$ cat src/rtl/instruction_fetcher.sv
// instruction_fetcher
//   Fetch stage between the program counter and the decoder. Each cycle the
//   current PC is looked up in the instruction cache. A hit loads the output
//   slot, which follows the valid/stall handshake. A miss requests the word
//   from the memory controller and writes it into the cache on return. A flush
//   redirects the PC. A miss that is in flight when the flush arrives is
//   drained, so the returned word still lands in the cache.
//
//   Optional feature macro: JAL_PREDICT_EN
//     When defined, a loaded JAL (opcode 7'b1101111) redirects next_pc to its
//     jump target. When undefined, next_pc is always pc + 4.
//
//   Ports
//     clk_in, rst_in     clock; synchronous active-high reset
//     rdy_in             global enable; low freezes every register
//     ic_addr/ic_hit/ic_res     cache lookup (combinational hit/data)
//     ic_we/ic_data             cache write of the word returned by memory
//     mem_req/mem_addr          level request, held until mem_done
//     mem_done/mem_data         one-cycle return pulse and data
//     stall_in                  decoder cannot accept this cycle
//     flush_in/flush_pc         redirect request and word-aligned target
//     inst_valid/inst/inst_pc/inst_pred_pc   output slot
//     state_dbg                 current FSM state, for observation only
//
//   Handshake: the slot holds an instruction while inst_valid is high. It
//   transfers on any enabled cycle with inst_valid && !stall_in. The slot may
//   load a new word on a cycle where it is empty or is being transferred.
module instruction_fetcher #(
  parameter logic [31:0] RESET_PC = 32'h0
) (
  input  logic        clk_in,
  input  logic        rst_in,
  input  logic        rdy_in,
  output logic [31:0] ic_addr,
  input  logic        ic_hit,
  input  logic [31:0] ic_res,
  output logic        ic_we,
  output logic [31:0] ic_data,
  output logic        mem_req,
  output logic [31:0] mem_addr,
  input  logic        mem_done,
  input  logic [31:0] mem_data,
  input  logic        stall_in,
  input  logic        flush_in,
  input  logic [31:0] flush_pc,
  output logic        inst_valid,
  output logic [31:0] inst,
  output logic [31:0] inst_pc,
  output logic [31:0] inst_pred_pc,
  output logic [1:0]  state_dbg
);

  typedef enum logic [1:0] {
    FETCH = 2'd0,
    MISS  = 2'd1,
    DRAIN = 2'd2
  } state_t;

  state_t      state;
  logic [31:0] pc;
  logic [31:0] miss_addr;
  logic [31:0] next_pc;
  logic        slot_free;
  logic        slot_taken;
  logic        in_miss;

  assign slot_free  = !inst_valid || !stall_in;
  assign slot_taken = inst_valid && !stall_in;
  assign in_miss    = (state == MISS) || (state == DRAIN);

  // While draining, pc already holds the flush target, so the cache port
  // must point back at the address being refilled.
  assign ic_addr   = (state == DRAIN) ? miss_addr : pc;
  assign ic_data   = mem_data;
  assign ic_we     = rdy_in && mem_done && in_miss;
  assign mem_req   = in_miss;
  assign mem_addr  = miss_addr;
  assign state_dbg = state;

  // Predicted successor of the word at pc. The low two bits are cleared so
  // that the PC, and with it ic_addr, always stays word aligned.
  always_comb begin
    next_pc = pc + 32'd4;
`ifdef JAL_PREDICT_EN
    if (ic_res[6:0] == 7'b1101111) begin
      next_pc = pc + {{11{ic_res[31]}}, ic_res[31], ic_res[19:12],
                      ic_res[20], ic_res[30:21], 1'b0};
    end
`endif
    next_pc = next_pc & 32'hFFFF_FFFC;
  end

  always_ff @(posedge clk_in) begin
    if (rst_in) begin
      pc           <= RESET_PC;
      state        <= FETCH;
      miss_addr    <= 32'h0;
      inst_valid   <= 1'b0;
      inst         <= 32'h0;
      inst_pc      <= 32'h0;
      inst_pred_pc <= 32'h0;
    end else if (rdy_in) begin
      if (flush_in) begin
        pc         <= flush_pc & 32'hFFFF_FFFC;
        inst_valid <= 1'b0;
        // An outstanding request cannot be cancelled at the memory
        // controller, so it is drained unless it completes this cycle.
        if (in_miss && !mem_done) state <= DRAIN;
        else                      state <= FETCH;
      end else begin
        case (state)
          FETCH: begin
            if (ic_hit) begin
              if (slot_free) begin
                inst_valid   <= 1'b1;
                inst         <= ic_res;
                inst_pc      <= pc;
                inst_pred_pc <= next_pc;
                pc           <= next_pc;
              end
            end else begin
              miss_addr <= pc;
              state     <= MISS;
              if (slot_taken) inst_valid <= 1'b0;
            end
          end
          MISS, DRAIN: begin
            if (slot_taken) inst_valid <= 1'b0;
            if (mem_done)   state      <= FETCH;
          end
          default: state <= FETCH;
        endcase
      end
    end
  end

endmodule
$ cat config.mk
export PLATFORM = sky130hd
export DESIGN_NAME = instruction_fetcher
export DESIGN_NICKNAME = d
export VERILOG_FILES = /design/src/rtl/instruction_fetcher.sv
export SDC_FILE = /design/constraint.sdc
export NUM_CORES = 1
export LEC_CHECK = 0
export ABC_CLOCK_PERIOD_IN_PS = 2600
export CAP_MARGIN = 10
export CORE_MARGIN = 2
export CORE_UTILIZATION = 45
export CTS_BUF_LIST = sky130_fd_sc_hd__clkbuf_8
export DETAILED_ROUTE_END_ITERATION = 10
export PLACE_DENSITY = 0.8
export SLEW_MARGIN = 10
export SYNTH_ARGS = -nofsm -noshare
export SYNTH_HDL_FRONTEND = slang
export SYNTH_SLANG_ARGS = --single-unit
export TNS_END_PERCENT = 100
$ cat constraint.sdc
create_clock -name clk_in -period 2.6 [get_ports clk_in]
set_clock_uncertainty 0.15 [all_clocks]
set_input_delay 0.65 -clock clk_in [delete_from_list [all_inputs] [get_ports clk_in]]
set_output_delay 0.65 -clock clk_in [all_outputs]
set_load 0.1 [all_outputs]
=== Word-level counts from Yosys, hierarchy flattened ===
Cells that the tools add are included.

* Input bits: 103
* Word-level logic and storage cells: 50
* Register bits: 161
* Output and inout port bits: 197

* Add/subtract/negate cells: 1
* Muxes and demuxes: 15
* Bitwise operators: 2
* Equality and inequality tests: 5
* Reductions and logical operators: 20

{| class="wikitable"
|+ Operators by type and width
! cell !! count
|-
| two-way mux 32 bit || 5
|-
| adder 32 x 3 -> 32 bit, second input constant || 1
|-
| two-way mux 2 bit || 4
|-
| AND reduction 4 bit || 2
|-
| != test 3 bit, second input constant || 2
|-
| AND reduction 3 bit || 2
|-
| nonzero test 2 bit || 3
|-
| AND reduction 5 bit || 1
|-
| logical AND 1 bit || 4
|-
| two-way mux 1 bit || 4
|-
| != test 4 bit, second input constant || 1
|-
| case mux 2 bit (2 select lines) || 1
|-
| zero test 1 bit || 3
|-
| nonzero test 3 bit || 1
|-
| == test 2 x 1 -> 1 bit, second input constant || 1
|-
| == test 2 bit, second input constant || 1
|-
| zero test 2 bit || 1
|-
| logical OR 1 bit || 2
|-
| inverter 1 bit || 2
|-
| case mux 1 bit (2 select lines) || 1
|-
| OR reduction 2 bit || 1
|}

=== Depth between registers and ports, before layout ===
Gate-level depths: netlist of run 1.

* Depth in word-level cells: 6
* Mapped depth: 9
* Gate-level depth less buffers: 7

=== Worst setup path before layout of run 1 ===
No wires, ideal clock.

* Path type: register to output
* Start point: register state[0] (netlist: state_dbg[0])
* End point: output port ic_addr[18]
* Path slack: -2078 ps
* Path buffers: 2
* Arrival: 3878 ps
* Required time: 1800 ps
* Cell stages (with the launch flop): 6
* Path through: dfxtp_1 inv_1 ha_1 clkbuf_1 clkbuf_1 o21ai_0

* Longest elaborated chain between the ends: 2

{| class="wikitable"
|+ RTL lines
! what !! RTL line !! text
|-
| start: declaration || 59 || <nowiki>state_t state;</nowiki>
|-
| start signal: assignment || 96 || <nowiki>state <= FETCH;</nowiki>
|-
| start signal: assignment || 108 || <nowiki>if (in_miss && !mem_done) state <= DRAIN;</nowiki>
|-
| start signal: assignment || 109 || <nowiki>else state <= FETCH;</nowiki>
|-
| == test 2 bit || 73 || <nowiki>assign ic_addr = (state == DRAIN) ? miss_addr : pc;</nowiki>
|-
| two-way mux 32 bit || 73 ||
|-
| end: declaration || 34 || <nowiki>output logic [31:0] ic_addr,</nowiki>
|}

No other way between the ends.

=== Worst setup path in the final report of run 1 ===
* Start point: register state[0] (netlist: state_dbg[0])
* End point: output port ic_addr[22]

The elaborated chain is that of the path after synthesis.

==> qor.csv, run 1 <==
metric;value;unit
Longest Clk Path Bufs;2;
Worst Max-Slew Pin Slew;851;ps
delay-heaviest family, CP;buffers and inverters;
largest net degree at the start of global routing;78;
Syn Area/Cell;8.06;um2
CP arrival;1800;ps
cts bufs inserted;17;
most used flip-flop cell after synthesis;dfxtp_1;
antenna violations before repair;1;
Max Cap Viol;0;
vias in the first global route;6742;
status;finished with violations;
CP Class;reg -> out;
DR WL/cell;17.7;um
setup TNS;-1.75;ps
H-tree depth;4;
Pwr Density;553;nW/um2
grt met3 use;0.0658;
nets@finish;1230;
worst path bufs/invs;4;
Starting Density;0.459;
Worst IR Drop VDD;0.375;mV
width of the die;134;um
critical path startpoint category;register;
Hold Path Class;reg -> reg;
simple-gate share of the synthesized area;0.238;
P&R area growth vs syn;41.3;%
Max Clock Freq;0.384;GHz
min Tclk post-route;2600;ps
Rows;47;
Max Fanout on Critical Path;7;
synthesized flop and latch total;155;
area of the multi-input gates;3960;um2
fillers;1352;
Slew HR;0.433;
Core Region;16500;um2
TritonCTS clock tree;yes;
Die ar.;17900;um2
Vias;7381;
first-pass GRT wire length;36600;um
most frequent cells in the layout;nand2_1 (228), buf_4 (166), dfxtp_1 (153);
Post-DRT Antenna Nets;0;
GRT Residual Overflow;0;
max incr delay on CP;360;ps
M2 GR Usage;0.409;
GPL Wtd Cong;0.857;
Post-synth EDFFs;0;
Iter 0 DRT Violations;668;
Final Hold Fails;0;
clk sinks;155;
leakage power;4.21;nW
register area;3110;um2
Final Util;0.648;
multiplexer share of the synthesized area;0.0408;
RSZ-0062 raised after global routing;yes;
die height;134;um
Design Area, Final;10700;um2
asr flop ratio synth;0;
commonest non-fill, non-tap cell in the layout;nand2_1;
largest family of logic cells by synthesized area;simple AND/OR/NAND/NOR gates;
setup ws final;-1.75;ps
fin crit share;1.00;
DR pass1 iterations;5;
hold slack;307;ps
final wirelength;24000;um
Area contributors post-synth;dfxtp_1 (41%), nand2_1 (12%), a21oi_1 (7.7%);
Synth Area in Compound Gates;0.177;
violated checks;negative setup slack;
Seq/Total Area, Yosys;0.409;
hpwl dp;16400;um
Synth cell types;64;
endpoints failing setup;1;
Via density;5.44;
GRT Max-Usage Layer;met2;
Tot Pwr;5.92;mW
DRC;0;
worst endpoint required time;1800;ps
Worst-Skew Late Latency;470;ps
M1 GR Usage;0.346;
All-Layer GR Usage;0.260;
num ports;300;
Syn Inst Count;940;
Synth top area share;0.409;
IO buf count;225;
CP max stage cell;dfxtp_4;
mapped cell area;7580;um2
share of cells above drive strength 1;0.283;
CP Capture Type;output port;
clock tree root buffer cell;clkbuf_8;
Slew Limit Fails;0;
CP cell instances;inv_4, ha_4, buf_6, buf_16, mux2_4, buf_12;
Clock transition at path regs;80;ps
Yosys Warn Count;0;
Yosys top cell by area;dfxtp_1;
placed cell areas;9930;um2
Post-Synth Adder-Cell Area;0.00495;
Post-Synth XOR/XNOR Area;0.0289;
## through the flow
stage	setup WS, ps	std cells
after floorplan	-6.84	947
after global placement	12.0	1308
after detailed placement	-13.0	1308
after CTS	-14.9	1357
after global routing	-51.4	1358
final	-1.75	1358
## cell type report
cell class	count	share of cell area
inverters	11	0.00409
well taps	220	0.0257
clock buffers	19	0.0244
diodes	1	0.000234
clock inverters	13	0.0133
repair buffers	285	0.273
flip-flops and latches	155	0.290
multi-input cells	654	0.369
## synth_stat cells, types with 3 or more instances
master     number
nor4_4          4
xor2_1          7
nand3_1        13
o31ai_1         3
mux2i_1         5
buf_2          21
a22o_1          7
a32o_1          3
nor4_1          4
nand2b_1        4
clkbuf_1       49
buf_6           3
o2bb2ai_1       9
a21oi_1       116
inv_1          11
mux2_2         23
a211oi_1       15
or3_1           3
a31oi_1        11
nor3_1          8
xnor2_1        18
o21ai_0        25
ha_1            3
o22ai_1         3
nor2_1         50
and3_1         14
dfxtp_1       155
a22oi_1         3
nand2_1       233
nand4_2         4
nand4_1         6
nand3_4         3
o21a_1          3
and2_1          6
buf_4          52
nor3_2          4
## layer usage
layer / wire length (um) / part of all wire / vias up
met5: 0 / 0 / -
met4: 589 / 0.025 / 0
met3: 2330 / 0.097 / 45
met2: 11000 / 0.46 / 377
met1: 10100 / 0.42 / 3437
li1: - / - / 3522
## final timing paths
path / to / slack (ps) / depth (start not counted) / start
min reg2reg: inst_pc[10] / 310 / 2 / inst_pc[10]
min: inst_pc[10] / 310 / 2 / inst_pc[10]
max: ic_addr[22] / -2 / 6 / state_dbg[0]
max reg2reg: pc[30] / 230 / 6 / pc[2]
## timing repair
action,4_1_cts,5_1_grt
pin swaps,3,4
gates resized for setup,37,6
cloned,5,0
buffers inserted,14,0
hold buffers,0,0
setup endpoints to repair,30,30
## power breakdown
part	switching, mW	internal, mW
clock	0.957	0.910
combinational	1.02	0.508
sequential	0.0778	2.45
## registers in the layout, indices dropped and copies added (netlist names)
register      count
inst_valid        1
inst             32
inst_pred_pc     30
pc               30
inst_pc          30
mem_addr         30
state_dbg         2
## worst reg2reg max path, delay by kind of cell, from the launching register on
kind                     cells  cell delay, ps
flip-flops                   1             360
AND/OR/NAND/NOR              3             810
AO/OA/AOI/OAI                2             540
adder cells (fa/ha/maj)      1             360
## kinds of logic after synthesis
logic type | Yosys count
adders and majority gates | 3
and+or+nand+nor | 372
AOI/OAI and AO/OA | 218
DFF | 155
xor gates and xnor gates | 25
buffers and inverters | 138
muxes | 28
other | 1
Power figures use the tool's default switching activity.
==> run 2: changes to the inputs <==
- CORE_MARGIN: 2 -> default
==> qor.csv, run 2 (same netlist as run 1, synthesis figures left out) <==
metric;value;unit;change
worst endpoint required time;1800;ps;about the same
grt met3 use;0.0596;;-0.00617
H-tree depth;4;;unchanged
hold slack;305;ps;-1.74 ps
Inst Count DP;1322;;+1.1%
status;finished with violations;;
Worst Max-Slew Pin Slew;538;ps;-313 ps
Longest Clk Path Bufs;2;;unchanged
Final Hold Fails;0;;unchanged
Max Cap Viol;0;;unchanged
Via density;5.38;;-1.0%
num ports;300;;unchanged
All-Layer GR Usage;0.267;;+0.00701
Core Region;16500;um2;unchanged
antenna violations before repair;1;;unchanged
non-filler instance count after layout;1366;;+0.59%
R2R depth;6;;unchanged
P&R area growth vs syn;40.8;%;
M2 GR Usage;0.416;;+0.00710
Starting Density;0.459;;unchanged
Die ar.;17400;um2;-3.0%
critical path startpoint category;register;;
Tot Pwr;5.86;mW;-1.1%
Worst-Skew Late Latency;460;ps;about the same
Worst IR Drop VDD;0.347;mV;-7.4%
fin crit share;1.02;;+0.0188
fillers;1366;;+1.0%
Max Fanout on Critical Path;5;;-2
DR pass1 iterations;8;;+3
share of cells above drive strength 1;0.282;;-0.00111
Largest Register;inst;;
RSZ-0062 raised after global routing;yes;;
Clock transition at path regs;80;ps;about the same
TritonCTS clock tree;yes;;
min Tclk post-route;2650;ps;+48.8 ps
Hold Path Class;reg -> reg;;
IO buf count;225;;unchanged
width of the die;132;um;-1.5%
Slew Limit Fails;0;;unchanged
Pwr Density;549;nW/um2;-0.68%
GRT Residual Overflow;0;;unchanged
GRT Max-Usage Layer;met2;;
nets@finish;1238;;+0.65%
Slew HR;0.638;;+0.206
Max Clock Freq;0.377;GHz;-1.8%
max reg flops;32;;unchanged
Hold Crit Depth;2;;unchanged
die height;132;um;-1.5%
setup ws final;-50.6;ps;-48.8 ps
leakage power;4.24;nW;+0.63%
DR WL/cell;17.1;um;-3.2%
CP Capture Type;output port;;
Vias;7350;;-0.42%
M1 GR Usage;0.353;;+0.00689
clk sinks;155;;unchanged
endpoints failing setup;10;;+9
GPL Wtd Cong;0.900;;+5.1%
CP Class;reg -> out;;
most frequent cells in the layout;nand2_1 (231), buf_4 (177), dfxtp_1 (153);;
pre-CTS setup slack;-8.19;ps;+4.82 ps
cts bufs inserted;17;;unchanged
commonest non-fill, non-tap cell in the layout;nand2_1;;
first-pass GRT wire length;36900;um;+0.72%
Post-DRT Antenna Nets;0;;unchanged
Rows;47;;unchanged
Iter 0 DRT Violations;538;;-19%
violated checks;negative setup slack;;
hpwl dp;16100;um;-1.9%
clock tree root buffer cell;clkbuf_8;;
CP arrival;1850;ps;+50 ps
vias in the first global route;6892;;+2.2%
DRC;0;;unchanged
final wirelength;23400;um;-2.6%
setup TNS;-458;ps;-456 ps
largest net degree at the start of global routing;108;;+38%
run 2: cell count changes in the layout (fill, tap and decap cells not counted), moves of 4 or more:
cell,delta
clkinv_4,-5
mux2_2,+8
inv_1,+4
buf_4,+11
mux2_4,-8
run 2: final timing paths:
kind / slack [ps] / endpoint / startpoint
setup / recovery: -50 / ic_addr[27] / state_dbg[0]
hold / removal: 300 / inst[19] / inst[19]
setup reg to reg: 320 / pc[30] / pc[2]
hold reg to reg: 300 / inst[19] / inst[19]
run 2: metal layers:
layer	wire length, um	part of all wire	up-vias
li1	-	-	3541
met1	10100	0.43	3437
met2	10800	0.46	336
met3	1850	0.079	36
met4	582	0.025	0
met5	0	0	-
run 2: worst max-delay path, stage by stage, from the launching register on:
cell and delay (ps):
dfxtp_4 360, inv_4 60, ha_4 190, buf_6 150, buf_12 140, mux2_4 320, buf_12 170
run 2: layout make-up:
cell class,instances,area (um2),share of cell area
multi-input cells,654,3910,0.366
flip-flops and latches,155,3110,0.292
repair buffers,293,2940,0.275
clock buffers,21,289,0.0271
well taps,220,275,0.0258
clock inverters,11,103,0.00962
inverters,11,43.8,0.00410
diodes,1,2.50,0.000235
run 2: per-stage QoR:
| step | utilization | cell area (um2) |
|---|---|---|
| after floorplan | - | 7720 |
| final | 0.646 | 10700 |
| after global routing | 0.646 | 10700 |
| after CTS | 0.646 | 10700 |
| after global placement | 0.608 | 10100 |
| after detailed placement | 0.608 | 10100 |
run 2: power breakdown:
group	total, mW	switching [mW]	internal, mW	leakage [nW]
clock network	1.82	0.881	0.937	0.222
registers	2.52	0.0767	2.45	1.26
logic	1.52	1.01	0.502	2.76
run 2: what timing repair did:
action                                  in CTS  in global routing
endpoints found under the setup margin      30                 29
cloned                                       3                  0
hold endpoints to repair                     0                  0
hold buffers                                 0                  0
gates resized for setup                     23                  4
setup buffers                                8                  1
pin swaps                                    3                  0
